File: src/rtl/alu_reservation_station.sv
// ALU reservation station: buffers dispatched ALU ops until both operands are
// ready, issues the oldest ready op to the ALU and holds the result for the CDB.

module fu_alu #(
  parameter int DATA_W = 32
) (
  input  logic [2:0]               op,
  input  logic signed [DATA_W-1:0] a,
  input  logic signed [DATA_W-1:0] b,
  output logic signed [DATA_W-1:0] y
);
  localparam int SH_W = $clog2(DATA_W);

  always_comb begin
    case (op)
      3'd0:    y = a + b;
      3'd1:    y = a - b;
      3'd2:    y = a & b;
      3'd3:    y = a ^ b;
      3'd4:    y = a >>> b[SH_W-1:0];
      default: y = '0;
    endcase
  end
endmodule

module alu_reservation_station #(
  parameter int NUM_ENTRIES = 4,
  parameter int TAG_W       = 4
) (
  input  logic                               clk,
  input  logic                               rst,
  input  logic                               flush,
  input  logic                               disp_valid,
  output logic                               disp_ready,
  input  logic [2:0]                         disp_op,
  input  logic [TAG_W-1:0]                   disp_dst_tag,
  input  logic                               disp_src1_rdy,
  input  logic [31:0]                        disp_src1_val,
  input  logic [TAG_W-1:0]                   disp_src1_tag,
  input  logic                               disp_src2_rdy,
  input  logic [31:0]                        disp_src2_val,
  input  logic [TAG_W-1:0]                   disp_src2_tag,
  input  logic                               cdb_valid,
  input  logic [TAG_W-1:0]                   cdb_tag,
  input  logic [31:0]                        cdb_value,
  output logic                               res_valid,
  output logic [TAG_W-1:0]                   res_tag,
  output logic [31:0]                        res_value,
  input  logic                               res_grant,
  output logic [$clog2(NUM_ENTRIES+1)-1:0]   occupancy
);
  localparam int DATA_W = 32;
  localparam int IDX_W  = $clog2(NUM_ENTRIES);
  localparam int OCC_W  = $clog2(NUM_ENTRIES+1);

  logic [NUM_ENTRIES-1:0]   ent_vld;
  logic [NUM_ENTRIES-1:0]   s1_rdy;
  logic [NUM_ENTRIES-1:0]   s2_rdy;
  logic [IDX_W-1:0]         ent_age [NUM_ENTRIES];
  logic [2:0]               ent_op  [NUM_ENTRIES];
  logic [TAG_W-1:0]         ent_dst [NUM_ENTRIES];
  logic [TAG_W-1:0]         s1_tag  [NUM_ENTRIES];
  logic [TAG_W-1:0]         s2_tag  [NUM_ENTRIES];
  logic signed [DATA_W-1:0] s1_val  [NUM_ENTRIES];
  logic signed [DATA_W-1:0] s2_val  [NUM_ENTRIES];

  logic [NUM_ENTRIES-1:0]   cand_p0;
  logic [NUM_ENTRIES-1:0]   wake1;
  logic [NUM_ENTRIES-1:0]   wake2;
  logic                     sel_found_p0;
  logic [IDX_W-1:0]         sel_idx_p0;
  logic                     issue_p0;
  logic                     alloc_found;
  logic [IDX_W-1:0]         alloc_idx;
  logic                     alloc;
  logic                     byp1;
  logic                     byp2;
  logic [OCC_W-1:0]         occ_remain;
  logic [IDX_W-1:0]         new_age;
  logic signed [DATA_W-1:0] alu_y_p0;

  // Oldest-ready select and lowest-free allocation, both from registered state
  always_comb begin
    cand_p0      = ent_vld & s1_rdy & s2_rdy;
    sel_found_p0 = 1'b0;
    sel_idx_p0   = '0;
    alloc_found  = 1'b0;
    alloc_idx    = '0;
    wake1        = '0;
    wake2        = '0;
    for (int i = 0; i < NUM_ENTRIES; i++) begin
      if (cand_p0[i] && (!sel_found_p0 || ent_age[i] < ent_age[sel_idx_p0])) begin
        sel_found_p0 = 1'b1;
        sel_idx_p0   = IDX_W'(i);
      end
      if (!ent_vld[i] && !alloc_found) begin
        alloc_found = 1'b1;
        alloc_idx   = IDX_W'(i);
      end
      wake1[i] = cdb_valid && ent_vld[i] && !s1_rdy[i] && (s1_tag[i] == cdb_tag);
      wake2[i] = cdb_valid && ent_vld[i] && !s2_rdy[i] && (s2_tag[i] == cdb_tag);
    end
  end

  assign disp_ready = alloc_found;
  assign alloc      = disp_valid && alloc_found;
  assign issue_p0   = sel_found_p0 && (!res_valid || res_grant);
  assign byp1       = !disp_src1_rdy && cdb_valid && (disp_src1_tag == cdb_tag);
  assign byp2       = !disp_src2_rdy && cdb_valid && (disp_src2_tag == cdb_tag);
  // A new entry is younger than every entry that survives this edge
  assign occ_remain = occupancy - OCC_W'(issue_p0);
  assign new_age    = IDX_W'(occ_remain);

  fu_alu #(.DATA_W(DATA_W)) u_alu (
    .op (ent_op[sel_idx_p0]),
    .a  (s1_val[sel_idx_p0]),
    .b  (s2_val[sel_idx_p0]),
    .y  (alu_y_p0)
  );

  // ---- stage boundary: entry control and output register ----
  always_ff @(posedge clk or posedge rst) begin
    if (rst) begin
      ent_vld   <= '0;
      s1_rdy    <= '0;
      s2_rdy    <= '0;
      res_valid <= 1'b0;
      res_tag   <= '0;
      res_value <= '0;
      occupancy <= '0;
      for (int i = 0; i < NUM_ENTRIES; i++) ent_age[i] <= '0;
    end else if (flush) begin
      ent_vld   <= '0;
      res_valid <= 1'b0;
      occupancy <= '0;
    end else begin
      occupancy <= occupancy + OCC_W'(alloc) - OCC_W'(issue_p0);
      if (issue_p0) begin
        res_valid <= 1'b1;
        res_tag   <= ent_dst[sel_idx_p0];
        res_value <= alu_y_p0;
      end else if (res_grant) begin
        res_valid <= 1'b0;
      end
      for (int i = 0; i < NUM_ENTRIES; i++) begin
        if (issue_p0 && sel_idx_p0 == IDX_W'(i))
          ent_vld[i] <= 1'b0;
        else if (issue_p0 && ent_vld[i] && ent_age[i] > ent_age[sel_idx_p0])
          ent_age[i] <= ent_age[i] - IDX_W'(1);
        if (wake1[i]) s1_rdy[i] <= 1'b1;
        if (wake2[i]) s2_rdy[i] <= 1'b1;
        if (alloc && alloc_idx == IDX_W'(i)) begin
          ent_vld[i] <= 1'b1;
          ent_age[i] <= new_age;
          s1_rdy[i]  <= disp_src1_rdy || byp1;
          s2_rdy[i]  <= disp_src2_rdy || byp2;
        end
      end
    end
  end

  // ---- stage boundary: entry payload (no reset, qualified by control) ----
  always_ff @(posedge clk) begin
    for (int i = 0; i < NUM_ENTRIES; i++) begin
      if (alloc && alloc_idx == IDX_W'(i)) begin
        ent_op[i]  <= disp_op;
        ent_dst[i] <= disp_dst_tag;
        s1_tag[i]  <= disp_src1_tag;
        s2_tag[i]  <= disp_src2_tag;
        s1_val[i]  <= disp_src1_rdy ? disp_src1_val : cdb_value;
        s2_val[i]  <= disp_src2_rdy ? disp_src2_val : cdb_value;
      end else begin
        if (wake1[i]) s1_val[i] <= cdb_value;
        if (wake2[i]) s2_val[i] <= cdb_value;
      end
    end
  end
endmodule
File: config.mk
export PLATFORM = sky130hd
export DESIGN_NAME = alu_reservation_station
export DESIGN_NICKNAME = d
export VERILOG_FILES = /design/src/rtl/alu_reservation_station.sv
export SDC_FILE = /design/constraint.sdc
export NUM_CORES = 1
export LEC_CHECK = 0
export ABC_AREA = 1
export CELL_PAD_IN_SITES_DETAIL_PLACEMENT = 2
export CELL_PAD_IN_SITES_GLOBAL_PLACEMENT = 2
export CORE_MARGIN = 2
export CORE_UTILIZATION = 37
export CTS_BUF_LIST = sky130_fd_sc_hd__clkbuf_2 sky130_fd_sc_hd__clkbuf_4 sky130_fd_sc_hd__clkbuf_8
export CTS_CLUSTER_DIAMETER = 50
export DETAILED_ROUTE_END_ITERATION = 6
export PLACE_DENSITY_LB_ADDON = 0.1
export SKIP_CTS_REPAIR_TIMING = 1
export SYNTH_ARGS = -nofsm -noshare
export SYNTH_HDL_FRONTEND = slang
export SYNTH_SLANG_ARGS = --single-unit
File: constraint.sdc
create_clock -name clk -period 9.25 [get_ports clk]
set_input_delay 1.3875 -clock clk [delete_from_list [all_inputs] [get_ports clk]]
set_output_delay 1.3875 -clock clk [all_outputs]
set_load 0.005 [all_outputs]
==> results.toml <==
[run_status]
outcome = "complete, no violations"

[placement]
place_congestion = 0.8757
postPlaceCellArea_um2 = 26290
dp_hpwl_um = 75070
numPortBuffers = 163

[setup_path]
slowest_delay_ns = 0.42
startpoint_type = "flip-flop"
cp_slowest_cell = "ha_1"
crit_arrival_ns = 8.92
crit_family = "simple AND/OR/NAND/NOR gates"
crit_buf_inv = 4
cp_max_fo = 37
required_ns = 9.83
worst_setup_path_end_kind = "flip-flop"
path_class = "reg -> reg"
cp_common_cell = "nand2_1"

[sta]
setup_tns_ns = 0
finClkSkew_ns = 0.05229
post-route-min-period_ns = 8.335
finalCritPeriodShare = 0.9010
hold_viol = 0
tightestPinTransition_ns = 1.091
maxSlewViolCount = 0
slew_headroom = 0.2707
rsz0062_at_grt = "no"
finalSetupViolCount = 0
clock.fmax_ghz = 0.1200

[global_route]
antenna_found_initial = 2
grt_pass1_vias = 25310
grt_pass1_wl_um = 156700
grt_max_degree = 66
track_usage = 0.3099
grt_overflow = 0

[logic_synthesis]
synth_top_flop_cell = "edfxtp_1"
ys_ff_latch = 376
synth_cell_types = 60
synth-edff-count = 316
async_flop_share = 0.1596
syn_area_um2 = 23900
synth_nets = 3270
avgSynthCellArea_um2 = 7.792
postSynthCellCount = 3067
synth_warnings = 0
seq_area_frac_synth = 0.4599

[pwr]
power.switching_uw = 2031
seqPwrFrac = 0.376
p_comb_frac = 0.316
cellLeakagePower_uw = 0.01192
vdd_drop_max_uv = 118.2
power_uw = 5578
p_per_area_nw_per_um2 = 200.9
power_frac_clock = 0.308
swShare = 0.3642
intPower_uw = 3546

[flow_run]
drv_cap = 0

[die]
die_h_um = 258.1
core_area_um2 = 64120
die_w_um = 258.1
ios = 164
start_util = 0.3727
rows = 93
die-area_um2 = 66640

[clock_network]
cts.clk_slew.worst_paths_ns = 0.06
clock-root-buffer = "clkbuf_8"
clk_latency_ns = 0.69
clockBufferDepth = 3
cts_sinks = 376
cts_buffers = 73
cts_tree = "yes"
ctsHtreeMaxLevel = 3

[cells_and_area]
areaGrowthSynthToFinish_pct = 16.17
layout-drive-gt1-share = 0.07367
fin_nets = 3398
final_area_um2 = 27760

[hold_path]
hp-class = "reg -> reg"

[detailed_routing]
drt-pass1-iter-count = 5
wl_um = 103900
vias_per_cell = 5.665
ant_nets = 0
drt-initial-drc-count = 1440
wl_per_cell_um = 25.31
drc = 0
vias = 23240
sequential cells by signal, indices dropped and copies added (netlist names):
name	count
occupancy	3
ent_op	12
ent_dst	16
s1_val	128
s1_rdy	4
s2_rdy	4
s2_tag	16
res_value	32
s1_tag	16
ent_vld	4
res_valid	1
ent_age	8
s2_val	128
res_tag	4
per-stage QoR:
step	utilization	setup slack [ns]	hold slack, ns	cells
2_1_floorplan	-	2.546	0.4724	3067
3_3_place_gp	0.4100	1.258	0.4635	3975
3_5_place_dp	0.4100	1.061	0.4708	3975
4_1_cts	0.4328	0.9958	0.4854	4099
5_1_grt	0.4329	0.3115	0.5079	4101
6_report	0.4330	0.9154	0.4776	4103
area by class of cell:
type,instances,area [µm²]
Antenna cell,4,10.01
Fill cell,7311,36350
Timing Repair Buffer,211,1982
Multi-Input combinational cell,2325,11470
Tap cell,855,1070
Inverter,208,780.7
Clock buffer,101,1246
Sequential cell,376,10990
Clock inverter,23,215.2
metal layers:
metal / global-route usage / vias to the layer above / wire [µm] / share of wire
met4: 0.09746 / 0 / 3177 / 0.031
li1: - / 10640 / - / -
met2: 0.5424 / 550 / 51280 / 0.49
met3: 0.03406 / 169 / 4317 / 0.042
met5: 0 / - / 0 / 0
met1: 0.4009 / 11880 / 45070 / 0.43
final timing paths:
path	startpoint	endpoint	slack, ns	cells after the start
hold reg to reg	res_value[27]$_DFFE_PP0P_	res_value[27]$_DFFE_PP0P_	0.48	2
min in group asynchronous	rst	res_value[4]$_DFFE_PP0P_	1.31	3
hold / removal	res_value[27]$_DFFE_PP0P_	res_value[27]$_DFFE_PP0P_	0.48	2
setup reg to reg	ent_age[7]$_DFFE_PP0P_	res_value[20]$_DFFE_PP0P_	0.92	45
max in group asynchronous	rst	res_value[24]$_DFFE_PP0P_	7.32	3
setup / recovery	ent_age[7]$_DFFE_PP0P_	res_value[20]$_DFFE_PP0P_	0.92	45
Yosys cell counts, types with 3 or more instances:
master,number,area (µm²)
nand2_1,997,3742
o21ai_0,397,1987
edfxtp_1,316,9489
nand3_1,235,1176
nor2_1,219,822.0
inv_1,187,701.9
a21oi_1,99,495.5
clkbuf_1,97,364.1
ha_1,78,975.9
nand4_1,62,387.9
dfrtp_1,60,1501
xor2_1,50,437.9
buf_2,44,220.2
o21ai_1,34,170.2
xnor2_1,18,157.7
inv_2,17,63.81
nor2_2,17,106.4
buf_1,11,41.29
nor3_1,10,50.05
nand2_2,8,50.05
o211a_1,8,80.08
or2_2,8,50.05
o22ai_1,7,43.79
a22o_1,6,52.55
nor4_1,6,37.54
a211oi_1,5,37.54
a221oi_1,5,43.79
a41oi_1,5,43.79
buf_6,5,56.30
nor2_4,5,56.30
a31oi_1,4,25.02
clkinv_1,4,15.01
o211ai_1,4,30.03
nor3_2,3,30.03
cells by family after synthesis:
logic type / count (synthesis) / synth area share
XOR/XNOR: 68 / 0.02492
AO/OA/AOI/OAI: 595 / 0.1335
buffers and inverters: 366 / 0.06152
adder cells (fa/ha/maj): 80 / 0.04251
flip-flops: 376 / 0.4599
AND/OR/NAND/NOR: 1582 / 0.2776
power groups by stage:
| stage | sequential (µW) | clock [µW] | combinational [µW] |
|---|---|---|---|
| 6_report | 2100 | 1720 | 1760 |
| 3_3_place_gp | 2120 | 0 | 1670 |
| 3_5_place_dp | 2130 | 0 | 1750 |
| 2_1_floorplan | 2100 | 0 | 1020 |
| 4_1_cts | 2100 | 1740 | 1760 |
| 5_1_grt | 2110 | 1800 | 1950 |
worst min-delay path, delay by kind of cell, from the launching register on:
kind,cells,cell delay [ns]
flip-flops,1,0.34
AND/OR/NAND/NOR,2,0.11
cell usage in the layout, fill, tap and decap left out, types with 23 or more instances in the layout:
cell type / synthesis / final
nand2_1: 997 / 994
o21ai_0: 397 / 397
edfxtp_1: 316 / 316
nand3_1: 235 / 235
nor2_1: 219 / 219
inv_1: 187 / 186
clkdlybuf4s50_1: 0 / 161
a21oi_1: 99 / 99
ha_1: 78 / 78
clkbuf_8: 0 / 78
nand4_1: 62 / 62
dfrtp_1: 60 / 60
xor2_1: 50 / 50
buf_4: 1 / 48
o21ai_1: 34 / 34
clkbuf_4: 0 / 23
Note: power is estimated with default switching activity, not from simulation.
